## src/rtl/sync_fifo.sv

```systemverilog
// sync_fifo: single-clock FIFO with registered read data and full/empty flags.
// Storage is DEPTH x WIDTH. The read and write pointers carry one extra wrap bit,
// so full and empty can be told apart when the addresses are equal.
//
// Handshake: a write is accepted when wr_en is high and full is low at the
// rising edge. A read is accepted when rd_en is high and empty is low at the
// rising edge. A request made when its flag blocks it is ignored with no side
// effects. The flags are decoded from registered pointers only, so no input
// reaches an output combinationally.
module sync_fifo #(
  parameter int WIDTH = 32,
  parameter int DEPTH = 16
) (
  input  logic             clk,
  input  logic             rst_n,
  input  logic             wr_en,
  input  logic             rd_en,
  input  logic [WIDTH-1:0] data_in,
  output logic [WIDTH-1:0] data_out,
  output logic             full,
  output logic             empty
);

  localparam int AW = $clog2(DEPTH);

  logic [AW:0]      wr_ptr;
  logic [AW:0]      rd_ptr;
  logic [WIDTH-1:0] mem [DEPTH];
  logic             wr_acc;
  logic             rd_acc;

  // Flag decode and acceptance, all from pre-edge pointer values
  always_comb begin
    empty  = (wr_ptr == rd_ptr);
    full   = (wr_ptr[AW-1:0] == rd_ptr[AW-1:0]) && (wr_ptr[AW] != rd_ptr[AW]);
    wr_acc = wr_en && !full;
    rd_acc = rd_en && !empty;
  end

  // Pointer advance; reset discards all stored words logically
  always_ff @(posedge clk or negedge rst_n) begin
    if (!rst_n) begin
      wr_ptr <= '0;
      rd_ptr <= '0;
    end else begin
      if (wr_acc) wr_ptr <= wr_ptr + 1'b1;
      if (rd_acc) rd_ptr <= rd_ptr + 1'b1;
    end
  end

  // Storage array; contents are never reset, only the pointers are
  always_ff @(posedge clk) begin
    if (wr_acc) mem[wr_ptr[AW-1:0]] <= data_in;
  end

  // Registered read data; holds whenever no read is accepted
  always_ff @(posedge clk or negedge rst_n) begin
    if (!rst_n) begin
      data_out <= '0;
    end else if (rd_acc) begin
      data_out <= mem[rd_ptr[AW-1:0]];
    end
  end

endmodule

```

## config.mk

```make
export PLATFORM = sky130hd
export DESIGN_NAME = sync_fifo
export DESIGN_NICKNAME = d
export VERILOG_FILES = /design/src/rtl/sync_fifo.sv
export SDC_FILE = /design/constraint.sdc
export NUM_CORES = 1
export LEC_CHECK = 0
export CORE_MARGIN = 4
export CORE_UTILIZATION = 62
export CTS_BUF_LIST = sky130_fd_sc_hd__clkbuf_4 sky130_fd_sc_hd__clkbuf_8
export CTS_CLUSTER_SIZE = 20
export DETAILED_ROUTE_END_ITERATION = 12
export GPL_ROUTABILITY_DRIVEN = 0
export PLACE_DENSITY = 0.8
export SLEW_MARGIN = 20
export SYNTH_ARGS = -nofsm -noshare
export SYNTH_HDL_FRONTEND = slang
export SYNTH_SLANG_ARGS = --single-unit
export TNS_END_PERCENT = 10
```

## constraint.sdc

```tcl
create_clock -name clk -period 8.7 [get_ports clk]
set_clock_uncertainty 0.05 [all_clocks]
set_input_delay 1.305 -clock clk [delete_from_list [all_inputs] [get_ports clk]]
set_output_delay 1.305 -clock clk [all_outputs]
set_load 0.05 [all_outputs]
```

==> results.sh, run 1 <==
export IMPL_ys_seq_elements=554
export IMPL_synth_nets=1069
export IMPL_drt_iter0_markers=1122
export IMPL_seq_power_share=0.436
export IMPL_worstSetupStartpointType="register"
export IMPL_die_w_um=194
export IMPL_synth_area_um2=21500
export IMPL_vias=10454
export IMPL_yosysUniqueCellTypes=28
export IMPL_post_cts_resized=0
export IMPL_ys_flop_type="edfxtp_1"
export IMPL_fin_crit_ps=4420
export IMPL_pin_count=70
export IMPL_drcViolationCount=0
export IMPL_grt_max_degree=54
export IMPL_p_comb_frac=0.310
export IMPL_port_buffers=69
export IMPL_hold_buffers=0
export IMPL_htreeDepth=3
export IMPL_pwr_share_clk=0.254
export IMPL_setup_viol=0
export IMPL_syn_to_final_growth_pct=12.5
export IMPL_place_area_um2=22600
export IMPL_slew_violations=0
export IMPL_start_util=0.636
export IMPL_grt_pass1_wl_um=65500
export IMPL_drt_vias_per_instance=6.34
export IMPL_die_area_um2=37800
export IMPL_ir_worst_vdd_mv=0.198
export IMPL_status="finished, final reports clean"
export IMPL_whs_path_depth=1
export IMPL_dr_pass1_iters=5
export IMPL_r2r_cells=6
export IMPL_endpoint_kind="output pin"
export IMPL_routed_wl_um=43000
export IMPL_hpwlAfterDp_um=22400
export IMPL_drtAntennaViolNets=0
export IMPL_max_slew_margin_rel=0.206
export IMPL_max_cap_violations=0
export IMPL_synth_top_area_cell="edfxtp_1"
export IMPL_tritoncts="built"
export IMPL_synthArstFlopShare=0.0758
export IMPL_antenna_found_initial=0
export IMPL_cts_root_buf="clkbuf_8"
export IMPL_clock_path_buffers=3
export IMPL_p_int_mw=5.50
export IMPL_fin_util=0.715
export IMPL_grt_pass1_vias=10919
export IMPL_core_um2=33900
export IMPL_cts_made_buffers=83
export IMPL_sw_frac_of_total=0.321
export IMPL_hp_class="register to register"
export IMPL_min_period_over_period=0.509
export IMPL_synth_seq_area_share=0.763
export IMPL_final_nets=1174
export IMPL_ys_warn_count=0
export IMPL_grt_overflow=0
export IMPL_power_mw=8.10
export IMPL_p_per_area_nw_per_um2=334
export IMPL_required_ps=7340
export IMPL_fmax_mhz=226
export IMPL_worstPathMaxFanout=52
export IMPL_post_drt_wl_per_cell_um=26.1
export IMPL_synth_area_leaders="edfxtp_1 (71%), mux2i_1 (6.0%), mux4_2 (5.1%)"
export IMPL_die_h_um=194
export IMPL_synthCells=1028
export IMPL_syn_avg_cell_area_um2=20.9
export IMPL_stdcell_area_um2=24200
export IMPL_synth_top_area_frac=0.714
export IMPL_arrival_ps=3070
export IMPL_worst_pin_slew_ps=1190
export IMPL_clk_pin_slew_worst_paths_ps=60
export IMPL_postCtsSetupBuffers=0
export IMPL_drive_above_1_share=0.245
export IMPL_synth_edff_count=512
export IMPL_rsz0062_at_grt="false"
export IMPL_grt_usage=0.227
export IMPL_clock_latency_ps=610
export IMPL_hold_viol=0
export IMPL_rows=67
export IMPL_netSwitchingPower_mw=2.60
export IMPL_leakage_nw=8.24
export IMPL_cts_sink_count=554
export IMPL_fin_setup_tns_ps=0
export IMPL_worstSetupPathType="register to output pin"
## per-layer routing
metal,part of all wire,wire [um],global-route usage,vias to the layer above
li1,-,-,-,4500
met1,0.40,17100,0.312,5441
met2,0.51,21800,0.378,429
met3,0.072,3100,0.0405,84
met4,0.022,934,0.0708,0
met5,0,0,0,-
## per-stage QoR
stage | hold slack, ps | setup WS [ps] | std cells
finish | 453 | 4280 | 1648
global route | 466 | 4050 | 1647
CTS | 456 | 4180 | 1647
detailed placement | 443 | 4790 | 1496
global placement | 435 | 4870 | 1496
floorplan | 452 | 4500 | 1028
## registers in the layout, indices dropped and copies added (netlist names)
| register | flops |
|---|---|
| wr_ptr | 5 |
| data_out | 32 |
| mem | 512 |
| rd_ptr | 5 |
## worst paths after layout
check / start / to / slack, ps
worst max-delay path: rd_ptr[2] / empty / 4280
worst min-delay path: data_out[18] / data_out[18] / 450
worst max register to register: rd_ptr[2] / data_out[23] / 4850
worst min register to register: data_out[18] / data_out[18] / 450
max in group asynchronous: rst_n / rd_ptr[1] / 7320
min in group asynchronous: rst_n / data_out[7] / 760
## critical path: stages, from the launching register on
cell	delay [ps]
dfrtp_4	970
xnor2_1	210
nand4_2	300
nor2_1	170
clkdlybuf4s50_1	820
## cells in the mapped netlist, types with 4 or more instances
master,number
a221oi_1,32
a22o_1,32
a22oi_1,32
and3_1,14
buf_2,16
buf_6,11
clkbuf_1,30
dfrtp_1,42
edfxtp_1,512
ha_1,5
mux2_2,66
mux2i_1,128
mux4_1,15
mux4_2,49
nor2_1,4
nor2b_1,6
o211ai_1,4
xnor2_1,13
## power groups by stage
stage | Combinational [mW] | Sequential (mW) | Clock, mW
2_1_floorplan | 1.71 | 3.68 | 0
3_3_place_gp | 2.47 | 3.57 | 0
3_5_place_dp | 2.53 | 3.59 | 0
4_1_cts | 2.54 | 3.54 | 2.08
5_1_grt | 2.67 | 3.57 | 2.22
6_report | 2.51 | 3.53 | 2.05
## cell usage in the layout (no fill, tap or decap), drive strengths merged, types with 2 or more instances in the layout
master and n:
mux4 64, a22oi 32, nor2b 6, a221oi 32, edfxtp 512, and3 14
clkinvlp 2, o2111ai 2, xnor2 13, clkinv 17, a22o 32, inv 6
buf 14, clkdlybuf4s50 68, dfrtp 42, ha 5, mux2i 128, clkbuf 129
and2 2, mux2 66, o211ai 4, nor2 4
## cell type report
type,instances,area [um^2]
sequential,554,16400
fill,2020,9650
multi-input combinational,409,4810
clock buffer,129,1510
timing repair buffer,82,783
tap,448,561
clock inverter,22,111
inverter,3,11.3
antenna,1,2.50
## cells by family (layout without fill, tap and decap cells)
group | Yosys count | in the layout | share of synthesized area
AOI/OAI and AO/OA | 104 | 104 | 0.0402
muxes | 258 | 258 | 0.164
xor gates and xnor gates | 14 | 14 | 0.00570
other | 0 | 1 | 0
buffers and inverters | 65 | 236 | 0.0166
and+or+nand+nor | 28 | 28 | 0.00790
DFF | 554 | 554 | 0.763
adders and majority gates | 5 | 5 | 0.00291
Power figures use the tool's default switching activity.
==> inputs of run 2 (changes only) <==
==> constraint.sdc (replaced) <==
create_clock -name clk -period 4.3 [get_ports clk]
set_clock_uncertainty 0.05 [all_clocks]
set_input_delay 0.645 -clock clk [delete_from_list [all_inputs] [get_ports clk]]
set_output_delay 0.645 -clock clk [all_outputs]
set_load 0.05 [all_outputs]
==> run 2 against run 1 <==
  * Critical path depth did not move
  * Design area increased by 0.83%
  * Non-clock buffer count increased by 5
  * Die area unchanged
  * Critical path type unchanged
==> results.sh, run 2 (synthesis results as in run 1) <==
export IMPL_drt_vias_per_instance=6.27
export IMPL_start_util=0.636
export IMPL_fin_cells=1656
export IMPL_fmax_mhz=275
export IMPL_grt_overflow=0
export IMPL_drive_above_1_share=0.257
export IMPL_slew_violations=0
export IMPL_layout_common_cells="edfxtp_1 (512), mux2i_1 (128), clkbuf_8 (95)"
export IMPL_drtAntennaViolNets=0
export IMPL_largest_reg_flops=512
export IMPL_sw_frac_of_total=0.316
export IMPL_worstSetupPathType="register to output pin"
export IMPL_tritoncts="built"
export IMPL_pwr_share_clk=0.260
export IMPL_stdcell_area_um2=24400
export IMPL_leakage_nw=8.36
export IMPL_post_drt_wl_per_cell_um=26.2
export IMPL_clock_path_buffers=3
export IMPL_worst_pin_slew_ps=1160
export IMPL_r2r_start="rd_ptr[1]"
export IMPL_final_nets=1180
export IMPL_grt_pass1_wl_um=66000
export IMPL_grt_pass1_vias=10971
export IMPL_critPathLaunch="rd_ptr[1]"
export IMPL_syn_to_final_growth_pct=13.5
export IMPL_core_um2=33900
export IMPL_die_area_um2=37800
export IMPL_clk_pin_slew_worst_paths_ps=60
export IMPL_hp_class="primary input to asynchronous set/reset pin"
export IMPL_path_cells="xnor2_1 > nand4_2 > nor2_1 > clkdlybuf4s50_1"
export IMPL_p_per_area_nw_per_um2=681
export IMPL_setup_viol=0
export IMPL_drcViolationCount=0
export IMPL_fin_setup_tns_ps=0
export IMPL_placedCellCount=1501
export IMPL_rsz0062_at_grt="false"
export IMPL_rows=67
export IMPL_hold_buffers=0
export IMPL_endpoint_kind="output pin"
export IMPL_arrival_ps=2940
export IMPL_port_buffers=69
export IMPL_worstPathMaxFanout=34
export IMPL_worstSetupStartpointType="register"
export IMPL_die_h_um=194
export IMPL_cts_sink_count=554
export IMPL_status="finished, final reports clean"
export IMPL_r2r_cells=4
export IMPL_post_cts_resized=0
export IMPL_cts_made_buffers=84
export IMPL_antenna_found_initial=1
export IMPL_max_slew_margin_rel=0.227
export IMPL_vias=10389
export IMPL_required_ps=3610
export IMPL_die_w_um=194
export IMPL_ir_worst_vdd_mv=0.497
export IMPL_cts_root_buf="clkbuf_8"
export IMPL_grt_max_degree=100
export IMPL_cp_slowest_cell="dfrtp_4"
export IMPL_max_stage_delay_ps=860
export IMPL_hold_viol=0
export IMPL_netSwitchingPower_mw=5.26
export IMPL_p_comb_frac=0.317
export IMPL_fill_cells=1970
export IMPL_pin_count=70
export IMPL_place_area_um2=22700
export IMPL_grt_usage=0.230
export IMPL_max_cap_violations=0
export IMPL_drt_iter0_markers=898
export IMPL_fin_crit_ps=3640
export IMPL_layout_commonest_cell="edfxtp_1"
export IMPL_postCtsSetupBuffers=0
export IMPL_min_period_over_period=0.846
export IMPL_htreeDepth=3
export IMPL_hpwlAfterDp_um=23200
export IMPL_clock_latency_ps=590
export IMPL_routed_wl_um=43400
export IMPL_seq_power_share=0.422
export IMPL_dr_pass1_iters=5
export IMPL_p_int_mw=11.4
[run 2: path summary, 6_finish.rpt]
kind | end | slack, ps
max | empty | 660
min | data_out[5] | 20
max reg2reg | mem[2][14] | 1150
min reg2reg | data_out[29] | 450
max in group asynchronous | rd_ptr[1] | 3300
min in group clk | data_out[29] | 450
[run 2: power groups by stage]
stage                     Combinational [mW]  Sequential [mW]  Clock [mW]
after floorplan                         3.46             7.44           0
after global placement                  5.18             7.10           0
after detailed placement                5.30             7.14           0
after CTS                               5.31             7.04        4.41
after global routing                    5.56             7.10        4.68
final                                   5.28             7.03        4.33
[run 2: worst max-delay path, delay by kind of cell, from the launching register on]
kind | cells | cell delay (ps)
xor+xnor | 1 | 210
flops | 1 | 860
simple gates | 2 | 460
buf+inv | 1 | 820
[run 2: routing by layer]
| layer | track usage | up-vias | share of wire |
|---|---|---|---|
| met5 | 0 | - | 0 |
| met3 | 0.0364 | 78 | 0.059 |
| met1 | 0.311 | 5421 | 0.40 |
| met2 | 0.392 | 378 | 0.52 |
| met4 | 0.0719 | 0 | 0.024 |
| li1 | - | 4512 | - |
[run 2: final cells by class]
type,count,area (um^2),share of cell area
clock buffer,143,1670,0.0683
multi-input combinational,409,4810,0.197
antenna,1,2.50,0.000102
sequential,554,16400,0.673
tap,448,561,0.0230
clock inverter,11,63.8,0.00261
inverter,3,11.3,0.000461
timing repair buffer,87,871,0.0357
[run 2: through the flow]
stage	total power [mW]	util	hold WS [ps]	setup WS (ps)
2_1_floorplan	10.9	-	299	414
6_report	16.6	0.721	16.1	661
3_3_place_gp	12.3	0.670	438	1240
5_1_grt	17.3	0.721	17.5	485
3_5_place_dp	12.4	0.670	445	1120
4_1_cts	16.8	0.721	4.52	601
==> inputs of run 3 (changes only) <==
--- a/config.mk
+++ b/config.mk
@@ -6,12 +6,12 @@
 export NUM_CORES = 1
 export LEC_CHECK = 0
 export CORE_MARGIN = 4
-export CORE_UTILIZATION = 62
+export CORE_UTILIZATION = 57
 export CTS_BUF_LIST = sky130_fd_sc_hd__clkbuf_4 sky130_fd_sc_hd__clkbuf_8
 export CTS_CLUSTER_SIZE = 20
 export DETAILED_ROUTE_END_ITERATION = 12
 export GPL_ROUTABILITY_DRIVEN = 0
-export PLACE_DENSITY = 0.8
+export PLACE_DENSITY = 0.78
 export SLEW_MARGIN = 20
 export SYNTH_ARGS = -nofsm -noshare
 export SYNTH_HDL_FRONTEND = slang
==> constraint.sdc (replaced) <==
create_clock -name clk -period 3.1 [get_ports clk]
set_clock_uncertainty 0.05 [all_clocks]
set_input_delay 0.465 -clock clk [delete_from_list [all_inputs] [get_ports clk]]
set_output_delay 0.465 -clock clk [all_outputs]
set_load 0.05 [all_outputs]
==> run 3 against run 2 <==
  * Count of clock-buffer cells in the layout shrank 11
  * Non-clock buffer count rose by 19
  * Sequential power increased by 36%
  * Core utilization shrank 5.2 points
  * Die area increased by 8.4%
  * Sequential share of layout area down 0.82 points
  * Largest cell class unchanged
  * Via count is 2.1% higher
==> results.sh, run 3 (synthesis results as in run 1) <==
export IMPL_crit_end="mem[9][20]"
export IMPL_crit_buf_inv=1
export IMPL_path_cells="xnor2_1 > nand4_2 > buf_4 > o21a_1 > and3_2"
export IMPL_r2r_cells=5
export IMPL_port_buffers=69
export IMPL_whs_ps=402
export IMPL_ir_worst_vdd_mv=0.645
export IMPL_hold_buffers=1
export IMPL_worstPathMaxFanout=32
export IMPL_drtAntennaViolNets=0
export IMPL_fin_util=0.669
export IMPL_max_slew_margin_rel=0.278
export IMPL_vias=10608
export IMPL_min_period_over_period=0.827
export IMPL_rsz0062_at_grt="false"
export IMPL_rrSetupSlack_ps=540
export IMPL_clk_pin_slew_worst_paths_ps=60
export IMPL_r2r_start="wr_ptr[3]"
export IMPL_core_um2=37000
export IMPL_grt_usage=0.219
export IMPL_required_ps=3250
export IMPL_drive_above_1_share=0.261
export IMPL_die_area_um2=40900
export IMPL_routed_wl_um=44500
export IMPL_leakage_nw=8.46
export IMPL_hold_viol=0
export IMPL_rows=70
export IMPL_grt_pass1_wl_um=67600
export IMPL_max_stage_delay_ps=930
export IMPL_path_depth=5
export IMPL_post_cts_resized=0
export IMPL_grt_overflow=0
export IMPL_fin_setup_tns_ps=0
export IMPL_postCtsSetupBuffers=0
export IMPL_cp_slowest_cell="and3_2"
export IMPL_pin_count=70
export IMPL_tritoncts="built"
export IMPL_cts_made_buffers=86
export IMPL_hp_class="primary input to asynchronous set/reset pin"
export IMPL_worstSetupStartpointType="register"
export IMPL_fin_crit_ps=2560
export IMPL_slew_violations=0
export IMPL_rr_endpoint="mem[9][20]"
export IMPL_die_h_um=202
export IMPL_clock_path_buffers=3
export IMPL_power_mw=23.3
export IMPL_cts_sink_count=554
export IMPL_cp_top_family="simple AND/OR/NAND/NOR gates"
export IMPL_setup_viol=0
export IMPL_fmax_mhz=390
export IMPL_grt_max_degree=123
export IMPL_cts_root_buf="clkbuf_8"
export IMPL_layout_common_cells="edfxtp_1 (512), mux2i_1 (128), clkbuf_8 (93)"
export IMPL_htreeDepth=3
export IMPL_grt_pass1_vias=11074
export IMPL_syn_to_final_growth_pct=14.9
export IMPL_worstSetupPathType="register to register"
export IMPL_drcViolationCount=0
export IMPL_worst_pin_slew_ps=1080
export IMPL_post_drt_wl_per_cell_um=25.6
export IMPL_start_util=0.582
export IMPL_critPathLaunch="wr_ptr[3]"
export IMPL_largest_reg_flops=512
export IMPL_layout_commonest_cell="edfxtp_1"
export IMPL_final_nets=1201
export IMPL_die_w_um=202
export IMPL_drt_iter0_markers=976
export IMPL_drt_vias_per_instance=6.10
export IMPL_status="finished, final reports clean"
export IMPL_max_cap_violations=0
export IMPL_p_per_area_nw_per_um2=942
export IMPL_endpoint_kind="register"
export IMPL_antenna_found_initial=1
export IMPL_dr_pass1_iters=7
export IMPL_arrival_ps=2720
export IMPL_hpwlAfterDp_um=22600
export IMPL_clock_latency_ps=610
[run 3: cell type report]
type	instances	area [um^2]
multi-input cells	409	4810
clock buffers	132	1570
flip-flops and latches	554	16400
repair buffers	106	1100
well taps	504	631
diodes	2	5.00
inverters	3	11.3
fillers	2391	12200
clock inverters	28	155
[run 3: report_power, final]
group,total [mW],internal (mW),switching [mW]
sequential,9.54,9.20,0.343
combinational,7.77,3.40,4.37
clock,5.98,3.32,2.65
[run 3: per-layer routing]
metal	global-route usage	up-vias	share of wire
met5	0	-	0
met1	0.297	5530	0.40
met4	0.0660	0	0.021
met2	0.368	430	0.51
met3	0.0395	75	0.070
li1	-	4573	-
[run 3: worst min-delay path by stage]
stage	from	to	slack (ps)	cells past startpoint
detailed placement	data_out[6]	data_out[6]	440	1
CTS	rst_n	data_out[8]	380	2
floorplan	rst_n	data_out[0]	120	0
global placement	data_out[6]	data_out[6]	440	1
finish	rst_n	data_out[8]	400	2
global route	rst_n	data_out[17]	410	2
[run 3: per-stage QoR]
| step | std cells | instance area [um^2] | setup WS (ps) |
|---|---|---|---|
| after floorplan | 1028 | 21500 | -10.1 |
| after global placement | 1575 | 23000 | 278 |
| after detailed placement | 1575 | 23000 | 277 |
| after CTS | 1736 | 24700 | 510 |
| after global routing | 1737 | 24700 | 371 |
| final | 1738 | 24700 | 537 |
